$ cat src/rtl/xor_rr_arbiter.sv
// xor_rr_arbiter: shares one WIDTH-bit XOR unit between N_REQ requesters.
// Round-robin grant in IDLE, registered result held in HOLD until the
// downstream consumer takes it. One result per two cycles at best.
module xor_rr_arbiter #(
    parameter  int N_REQ = 4,
    parameter  int WIDTH = 8,
    parameter  int CNT_W = 16,
    localparam int ID_W  = $clog2(N_REQ)
) (
    input  logic                     clk,
    input  logic                     rst_n,
    input  logic [N_REQ-1:0]         req_valid,
    output logic [N_REQ-1:0]         req_ready,
    input  logic [N_REQ*WIDTH-1:0]   req_a,
    input  logic [N_REQ*WIDTH-1:0]   req_b,
    output logic                     rsp_valid,
    input  logic                     rsp_ready,
    output logic [WIDTH-1:0]         rsp_data,
    output logic [ID_W-1:0]          rsp_id,
    output logic                     busy,
    output logic [CNT_W-1:0]         txn_count
);

    localparam logic [0:0] ST_IDLE = 1'b0;
    localparam logic [0:0] ST_HOLD = 1'b1;

    logic [0:0]       state_reg;
    logic [ID_W-1:0]  last_grant_reg;
    logic [WIDTH-1:0] rsp_data_reg;
    logic [ID_W-1:0]  rsp_id_reg;
    logic             rsp_valid_reg;
    logic [CNT_W-1:0] txn_count_reg;

    logic [N_REQ-1:0] upper_mask;
    logic [N_REQ-1:0] upper_valid;
    logic [N_REQ-1:0] search_vec;
    logic [N_REQ-1:0] grant_onehot;
    logic [WIDTH-1:0] xor_arr [N_REQ];
    logic             grant_found;
    logic [ID_W-1:0]  grant_idx;
    logic             accept;

    // Per-requester XOR result and "above the pointer" priority mask.
    generate
        for (genvar gi = 0; gi < N_REQ; gi++) begin : g_req
            assign xor_arr[gi]    = req_a[gi*WIDTH +: WIDTH] ^ req_b[gi*WIDTH +: WIDTH];
            assign upper_mask[gi] = (ID_W'(gi) > last_grant_reg);
        end
    endgenerate

    assign upper_valid = req_valid & upper_mask;
    // Requesters after the pointer win first; otherwise wrap to the lowest index.
    assign search_vec  = (|upper_valid) ? upper_valid : req_valid;
    assign grant_found = |req_valid;

    // Lowest set bit of the search vector is the round-robin winner.
    always_comb begin
        grant_idx = '0;
        for (int i = N_REQ - 1; i >= 0; i--) begin
            if (search_vec[i]) begin
                grant_idx = ID_W'(i);
            end
        end
    end

    assign grant_onehot = {{(N_REQ-1){1'b0}}, 1'b1} << grant_idx;
    assign accept       = (state_reg == ST_IDLE) && grant_found;

    // Ready is suppressed while reset is asserted, even before the first edge.
    assign req_ready = (rst_n && accept) ? grant_onehot : '0;

    // Control path: state, priority pointer and completed-transaction counter.
    always_ff @(posedge clk) begin
        if (!rst_n) begin
            state_reg      <= ST_IDLE;
            last_grant_reg <= ID_W'(N_REQ - 1);
            txn_count_reg  <= '0;
        end else begin
            case (state_reg)
                ST_IDLE: begin
                    if (accept) begin
                        last_grant_reg <= grant_idx;
                        state_reg      <= ST_HOLD;
                    end
                end
                ST_HOLD: begin
                    if (rsp_ready) begin
                        txn_count_reg <= txn_count_reg + CNT_W'(1);
                        state_reg     <= ST_IDLE;
                    end
                end
                default: state_reg <= ST_IDLE;
            endcase
        end
    end

    // Result channel: capture operands only on the grant edge, hold until consumed.
    always_ff @(posedge clk) begin
        if (!rst_n) begin
            rsp_valid_reg <= 1'b0;
            rsp_data_reg  <= '0;
            rsp_id_reg    <= '0;
        end else if (accept) begin
            rsp_valid_reg <= 1'b1;
            rsp_data_reg  <= xor_arr[grant_idx];
            rsp_id_reg    <= grant_idx;
        end else if ((state_reg == ST_HOLD) && rsp_ready) begin
            rsp_valid_reg <= 1'b0;
        end
    end

    assign rsp_valid = rsp_valid_reg;
    assign rsp_data  = rsp_data_reg;
    assign rsp_id    = rsp_id_reg;
    assign busy      = (state_reg == ST_HOLD);
    assign txn_count = txn_count_reg;

endmodule

$ cat config.mk
export PLATFORM = sky130hd
export DESIGN_NAME = xor_rr_arbiter
export DESIGN_NICKNAME = d
export VERILOG_FILES = /design/src/rtl/xor_rr_arbiter.sv
export SDC_FILE = /design/constraint.sdc
export NUM_CORES = 1
export LEC_CHECK = 0
export CAP_MARGIN = 30
export CORE_UTILIZATION = 39
export DETAILED_ROUTE_END_ITERATION = 8
export PLACE_DENSITY = 0.79
export SYNTH_ARGS = -nofsm -noshare
export SYNTH_HDL_FRONTEND = slang
export SYNTH_SLANG_ARGS = --single-unit
$ cat constraint.sdc
create_clock -name clk -period 1.7 [get_ports clk]
set_clock_uncertainty 0.05 [all_clocks]
set_input_delay 0.17 -clock clk [delete_from_list [all_inputs] [get_ports clk]]
set_output_delay 0.17 -clock clk [all_outputs]
set_load 0.02 [all_outputs]
Word-level counts from Yosys, hierarchy flattened:

Index checks and enable logic that the tools add are counted.

* output and inout bits: 32
* word-level logic and storage cells: 42
* register bits after elaboration: 30
* input port bits: 71

* muxes and demuxes: 14
* bitwise gates (word level): 7
* $add $sub $neg: 1
* $lt $le $gt $ge: 5
* reductions and logical operators: 8
* shift-type cells: 1

Operator list (count)
* $xor 8x8->8: 4
* $add 16x1->16 const B: 1
* $bmux 8 s2: 1
* $mux 8: 2
* $mux 2: 4
* $mux 4: 2
* $reduce_or 4->1: 2
* $and 4x4->4: 1
* $gt 1x2->1 const A: 2
* $gt 2x2->1 const A: 2
* $mux 1: 4
* $reduce_and 2->1: 2
* $shl 1x2->4 const A: 1
* $ge 3x3->1 const B: 1
* $logic_and 1x1->1: 3
* $not 2->3: 1
* $pmux 1 s2: 1
* $reduce_bool 2->1: 1
* $not 1->1: 1

Longest topological paths before layout:

Gate-level depths: netlist of run 1.

* depth in word-level cells: 12
* mapped depth: 6
* gate-level depth less buffers: 5

Worst setup path after synthesis of run 1:

Ideal clock, no wire load.

* kind: register -> output
* start point: register state_reg, in the netlist busy
* end point: output port req_ready[0]
* data arrival time: 1.412 ns
* setup slack: 0.068 ns
* cell stages (with the launch flop): 6
* path buffers: 2
* required time: 1.480 ns
* path through: dfxtp_1 > buf_2 > nor2_2 > clkbuf_1 > nand3_1 > nor2_1

* longest elaborated chain between the ends: 4

RTL lines
* start: declaration: RTL line 27 `logic [0:0] state_reg;`
* start signal: assignment: RTL line 75 `state_reg <= ST_IDLE;`
* start signal: assignment: RTL line 83 `state_reg <= ST_HOLD;`
* start signal: assignment: RTL line 89 `state_reg <= ST_IDLE;`
* $not 1->1
* $logic_and 1x1->1: RTL line 67 `assign accept = (state_reg == ST_IDLE) && grant_found;`
* $logic_and 1x1->1: RTL line 70 `assign req_ready = (rst_n && accept) ? grant_onehot : '0;`
* $mux 4: RTL line 70
* end: declaration: RTL line 13 `output logic [N_REQ-1:0] req_ready,`

No other way between the ends.

Worst setup path after layout of run 1:

* start point: register last_grant_reg[0]
* end point: output port req_ready[2]

* longest elaborated chain between the ends: 10
* elaborated cells on any way between the ends: 13
* classes of those cells: 4 x order compare; 1 x shift; 6 x mux; 1 x bitwise; 1 x reduce/logical

RTL lines
* start: declaration: RTL line 28 `logic [ID_W-1:0] last_grant_reg;`
* start signal: assignment: RTL line 76 `last_grant_reg <= ID_W'(N_REQ - 1);`
* start signal: assignment: RTL line 82 `last_grant_reg <= grant_idx;`
* $gt 1x2->1 or $gt 2x2->1 (tied branches): RTL line 47 `assign upper_mask[gi] = (ID_W'(gi) > last_grant_reg);`
* $and 4x4->4 *: RTL line 51 `assign upper_valid = req_valid & upper_mask;`
* $reduce_or 4->1: RTL line 53 `assign search_vec = (|upper_valid) ? upper_valid : req_valid;`
* $mux 4 *: RTL line 53
* $mux 2 (3 in a row): RTL line 60 `if (search_vec[i]) begin`
* $mux 2 *: RTL line 60
* $shl 1x2->4 *: RTL line 66 `assign grant_onehot = {{(N_REQ-1){1'b0}}, 1'b1} << grant_idx;`
* $mux 4 *: RTL line 70

Every way passes the cells marked *; elsewhere a longest branch is shown, timed or not.

==> results.md, run 1 <==
- Cells after DPL: 376
- Reg clk slew, reported paths: 70 ps
- Area leader, netlist: dfxtp_1
- Synth unique cells: 37
- Switching fraction of total power: 29.5%
- Layout cells sized above 1: 18.9%
- Port Buffers: 102
- Sink Count: 30
- Length of the first detailed-routing pass in iterations: 4
- Routed WL: 5.13 mm
- CTS buffer count: 5
- Root Buffer: clkbuf_8
- Vias in the first global route: 1919
- Cells after synthesis: 202
- Minimum clock period: 1650 ps
- Period utilization: 97.3%
- Post-synthesis mux area share: 9.04%
- Initial antenna violation count: 0
- GRT Total Usage: 21.4%
- ANT nets after route: 0
- Drt first-iter violations: 51
- CTS tree: done
- Critical path endpoint category: output port
- Post-Synth Simple-Gate Area: 18.7%
- Die area: 0.00511 mm^2
- Critical path class: reg2out
- Adder-cell share of the synthesized area: 0.664%
- Max_slew headroom: 68.9%
- Commonest cells after routing, fill and taps aside: clkdlybuf4s50_1, xor2_1, buf_4
- Final #Nets: 404
- Part of the power in registers: 37.5%
- Largest family of logic cells by synthesized area: XOR/XNOR gates
- CORE AREA: 0.00450 mm^2
- Global route overflow: 0
- Max VDD drop: 507 uV
- Pint: 1.47 mW
- FFs w/ async S/R, synth: 0%
- Req. time, crit path: 1480 ps
- Startpoint Class: flip-flop
- Post-synth top area share: 31.9%
- FF+latch count, synth: 30
- Largest fanout on the critical path: 3
- Post-synth EDFFs: 0
- # DRC: 0
- Max clock buf depth: 2
- Main synth FF type: dfxtp_1
- Compound-Gate Fraction of Synth Area: 17.0%
- H-tree depth: 2
- Number of diodes: 0
- Register area share after synthesis: 31.9%
- RSZ-0062 raised after global routing: yes
- Hold Slack: 430 ps
- Power density cells: 635 mW/mm^2
- Die Y: 71.5 um
- Switching Power: 0.616 mW
- Initial Util: 41.8%
- Ports: 103
- Non-Filler Instances: 385
- Outcome: finished clean
- Post-Synth XOR/XNOR Area: 19.1%
- Comb pwr share: 33.8%
- Commonest non-fill, non-tap cell in the layout: clkdlybuf4s50_1
- Synth Area per Inst: 9.32 um^2
- Clock share of power: 28.7%
- Final Core Density: 73.0%
- Ys Warns: 0
- First-pass GRT wire length: 8.60 mm
- Final Hold Fails: 0
- Netlist Area Pre-Place: 0.00188 mm^2
- Worst-Margin Slew: 466 ps
- Syn_nets: 274
- Post-DR wirelength/cell: 13.3 um
- Final Max Tran Viols: 0
- Post-CTS Hold Buffers: 0
- Ranking of synthesized cells by area: dfxtp_1, xor2_1, mux2i_1, a221oi_2, o21ai_0
- CP arrival: 1430 ps
- DP HPWL: 4.10 mm
- Maxcap violations: 0
- Hold WC Path Type: reg2reg
- Largest net degree at the start of global routing: 18
- Gpl congestion: 0.830
- Setup slack after layout: 45.1 ps
- Clk_lat worst skew: 280 ps
- Vias: 1976
- Max reg flops: 16
- Synth-to-layout area growth: 74.7%
- Final setup viols: 0
- Via density: 5.13
- Fmax: 604 MHz
- Leakage: 1.37 nW
- Cell Rows: 24
- Die span in x: 71.5 um
- Worst slack, placed: -534 ps
cells in the mapped netlist, types with 2 or more instances:
cell type,number
a21oi_1,8
a221oi_2,8
and3_1,4
and4_1,4
buf_6,2
clkbuf_1,3
dfxtp_1,30
inv_1,3
mux2i_1,17
nand2_1,8
nand2b_1,3
nand3_1,9
nand4_1,5
nor2_1,15
nor2b_1,3
o21ai_0,12
o21ai_1,4
o31ai_1,3
or3_1,2
or4_1,3
xor2_1,40
power groups by stage:
stage	clock network [mW]	registers, mW	logic (mW)
floorplan	0	0.833	0.303
detailed placement	0	0.793	0.697
finish	0.599	0.783	0.707
global placement	0	0.792	0.690
CTS	0.612	0.782	0.700
global route	0.638	0.789	0.760
kinds of logic (layout without fill, tap and decap cells):
logic type | after synthesis | after routing
AOI/OAI and AO/OA | 40 | 40
muxes | 17 | 17
buffers and inverters | 11 | 142
and+or+nand+nor | 62 | 62
DFF | 30 | 30
adders and majority gates | 1 | 1
xor gates and xnor gates | 41 | 41
stage by stage:
stage	TNS, ps	cell area [um^2]	power, mW
after floorplan	0	1880	1.14
after global placement	-4400	3140	1.48
after detailed placement	-4710	3140	1.49
after CTS	0	3250	2.09
after global routing	-15.8	3290	2.19
final	0	3290	2.09
layout make-up:
cell class	count	area, um^2
timing repair buffer	131	1250
fill	356	1210
inverter	3	11.3
sequential	30	609
clock inverter	1	5.00
multi-input combinational	161	1270
clock buffer	7	86.3
tap	52	65.1
worst max-delay path: stages (launching register included):
cell,delay [ps]
dfxtp_4,360
nand2b_4,150
a21o_1,180
and3_4,180
and3_4,160
buf_6,120
path summary, 6_finish.rpt:
kind              slack, ps  depth (start not counted)            end              start
setup reg to reg         90                          7    rsp_data[3]  last_grant_reg[0]
hold reg to reg         430                          2  txn_count[15]      txn_count[15]
hold / removal          430                          2  txn_count[15]      txn_count[15]
setup / recovery         50                          5   req_ready[2]  last_grant_reg[0]
routing by layer:
layer | routed length (um) | global-route usage, % | vias up
li1 | - | - | 993
met1 | 2090 | 23.8 | 904
met2 | 2600 | 39.0 | 74
met3 | 371 | 6.33 | 5
met4 | 66 | 7.19 | 0
met5 | 0 | 0 | -
repair_timing:
item | in CTS | in global routing
setup endpoints to repair | 9 | 13
pin swaps | 2 | 2
gates resized for setup | 30 | 11
buffers inserted | 1 | 0
(Power assumes the default switching activity.)
==> inputs of run 2 (changes only) <==
--- a/config.mk
+++ b/config.mk
@@ -5,7 +5,9 @@
 export SDC_FILE = /design/constraint.sdc
 export NUM_CORES = 1
 export LEC_CHECK = 0
+export ABC_CLOCK_PERIOD_IN_PS = 1700
 export CAP_MARGIN = 30
+export CORE_ASPECT_RATIO = 0.6
 export CORE_UTILIZATION = 39
 export DETAILED_ROUTE_END_ITERATION = 8
 export PLACE_DENSITY = 0.79
==> results.md, run 2 (same netlist as run 1, synthesis figures left out) <==
- H-tree depth: 2 (unchanged)
- Via density: 5.07 (-1.1%)
- Final Cell Area: 0.00326 mm^2 (-0.87%)
- Final #Nets: 399 (-1.2%)
- Worst reg-to-reg path cell count: 5 (-2)
- Clock share of power: 28.2% (-0.5 points)
- Number of diodes: 0 (unchanged)
- Worst reg-to-reg setup slack: 70 ps (-20 ps)
- Sink Count: 30 (unchanged)
- Cell Rows: 19 (-21%)
- Fillcell total: 370 (+3.9%)
- Ports: 103 (unchanged)
- Root Buffer: clkbuf_8
- Die Y: 55.8 um (-22%)
- CTS buffer count: 5 (unchanged)
- Worst-Margin Slew: 468 ps (+1.65 ps)
- Fmax: 589 MHz (-2.6%)
- Gpl congestion: 0.883 (+6.4%)
- Commonest cells after routing, fill and taps aside: clkdlybuf4s50_1, xor2_1, dfxtp_1
- Worst Min Path Start: rsp_valid
- ANT nets after route: 0 (unchanged)
- Outcome: finished clean
- Post-CTS Hold Buffers: 0 (unchanged)
- Max reg flops: 16 (unchanged)
- Final Max Tran Viols: 0 (unchanged)
- Vias in the first global route: 1894 (-1.3%)
- Synth-to-layout area growth: 73.2%
- CP arrival: 1480 ps (+50 ps)
- GRT Total Usage: 22.4% (+1.0 points)
- CP max-delay cell: dfxtp_4
- Routed WL: 5.46 mm (+6.5%)
- Maxcap violations: 0 (unchanged)
- Drt first-iter violations: 85 (+67%)
- Initial antenna violation count: 0 (unchanged)
- Sequential Area: 606 um^2 (-0.62%)
- DP HPWL: 4.32 mm (+5.4%)
- Largest fanout on the critical path: 3 (unchanged)
- Reg clk slew, reported paths: 60 ps (about the same)
- Initial Util: 40.8% (-0.98 points)
- Comb pwr share: 34.4% (+0.6 points)
- Pint: 1.47 mW (-0.23%)
- Max VDD drop: 314 uV (-38%)
- Critical path endpoint category: output port
- Switching fraction of total power: 29.5% (-0.036 points)
- Hold depth: 2 (unchanged)
- Final Core Density: 70.7% (-2.3 points)
- Layout cells sized above 1: 17.4% (-1.5 points)
- Crit-path cells: nand2b_4 -> a21o_1 -> and3_4 -> and3_4 -> buf_6
- # DRC: 0 (unchanged)
- Post-Place Cell Area: 0.00312 mm^2 (-0.52%)
- Max incr delay on CP: 360 ps (about the same)
- Multi-input gate area: 0.00127 mm^2 (+0.40%)
- Minimum clock period: 1700 ps (+43.5 ps)
- Part of the power in registers: 37.4% (about the same)
- Max_slew headroom: 68.8% (-0.11 points)
- Vias: 1984 (+0.40%)
- Final Hold Fails: 0 (unchanged)
- First-pass GRT wire length: 9.13 mm (+6.2%)
- Die area: 0.00512 mm^2 (+0.18%)
- Period utilization: 99.9% (+2.6 points)
- Global route overflow: 0 (unchanged)
- Crit path max-delay family: simple AND/OR/NAND/NOR gates
- Crit path buf inv count: 1 (unchanged)
- Commonest non-fill, non-tap cell in the layout: clkdlybuf4s50_1
- Length of the first detailed-routing pass in iterations: 4 (unchanged)
- Post-DR wirelength/cell: 14.0 um (+4.8%)
- Critical path class: reg2out
- Clk_lat worst skew: 280 ps (about the same)
- Hold WC Path Type: reg2reg
- Die span in x: 91.7 um (+28%)
- CTS tree: done
- R2r startpoint: last_grant_reg[1]
- Largest net degree at the start of global routing: 16 (-2)
- Max clock buf depth: 2 (unchanged)
- Hold endpoint: rsp_valid
- Cell mode on critical path: and3_4
- Switching Power: 0.614 mW (-0.41%)
- Startpoint Class: flip-flop
- CORE AREA: 0.00461 mm^2 (+2.4%)
- Leakage: 1.33 nW (-2.9%)
- Post-CTS setup buffer count: 0 (-1)
- Port Buffers: 102 (unchanged)
- Reg2reg end: rsp_data[1]
- RSZ-0062 raised after global routing: yes
- Power density cells: 639 mW/mm^2 (+0.60%)
- Final setup viols: 0 (unchanged)
- Req. time, crit path: 1480 ps (about the same)
-- run 2: changes by cell type in the layout (fill, tap and decap cells not counted), sizes merged --
cell,before,now
buf,33,28
dlygate4sd2,3,5
dlymetal6s2s,2,0
-- run 2: how the worst max path moves through the flow --
stage              endpoint         startpoint  cells after the start  slack [ps]
2_1_floorplan  req_ready[0]               busy                      5          70
3_3_place_gp   req_ready[2]       req_valid[3]                      6        -560
3_5_place_dp   req_ready[2]       req_valid[3]                      6        -660
4_1_cts        req_ready[2]  last_grant_reg[0]                      5           7
5_1_grt        req_ready[2]  last_grant_reg[0]                      5         -50
6_report       req_ready[2]  last_grant_reg[0]                      5           2
-- run 2: repair_timing --
item,in CTS,in global routing
pin swaps,1,2
setup endpoints to repair,13,5
resized for setup,28,11
hold endpoints to repair,0,0
-- run 2: layout make-up --
| class | instances | share of cell area (%) |
|---|---|---|
| Timing Repair Buffer | 126 | 36.9 |
| Inverter | 3 | 0.345 |
| Multi-Input combinational cell | 161 | 39.0 |
| Clock inverter | 1 | 0.153 |
| Sequential cell | 30 | 18.6 |
| Tap cell | 63 | 2.42 |
| Clock buffer | 7 | 2.65 |
-- run 2: power groups by stage --
stage / clock [mW] / sequential, mW / combinational [mW]
6_report: 0.588 / 0.779 / 0.716
5_1_grt: 0.638 / 0.783 / 0.766
4_1_cts: 0.602 / 0.775 / 0.704
3_5_place_dp: 0 / 0.788 / 0.704
2_1_floorplan: 0 / 0.833 / 0.303
3_3_place_gp: 0 / 0.785 / 0.692
-- run 2: routing by layer --
metal / vias to the layer above / routed length [um] / part of all wire [%] / track usage (%)
met3: 5 / 359 / 6.6 / 4.92
met4: 0 / 43 / 0.79 / 6.03
li1: 983 / - / - / -
met1: 921 / 2480 / 45 / 31.0
met5: - / 0 / 0 / 0
met2: 75 / 2570 / 47 / 35.7
-- run 2: tightest hold or removal path: stages, from the launching register on --
cell and delay (ps):
dfxtp_1 330, a21oi_1 60, nor2_1 70
-- run 2: through the flow --
stage	setup TNS [ps]	power [mW]	setup WS, ps	hold WS [ps]	instances
2_1_floorplan	0	1.14	67.8	280	202
3_3_place_gp	-4520	1.48	-562	408	383
3_5_place_dp	-5210	1.49	-663	432	383
4_1_cts	0	2.08	6.94	441	391
5_1_grt	-157	2.19	-45.3	464	391
6_report	0	2.08	1.62	439	391
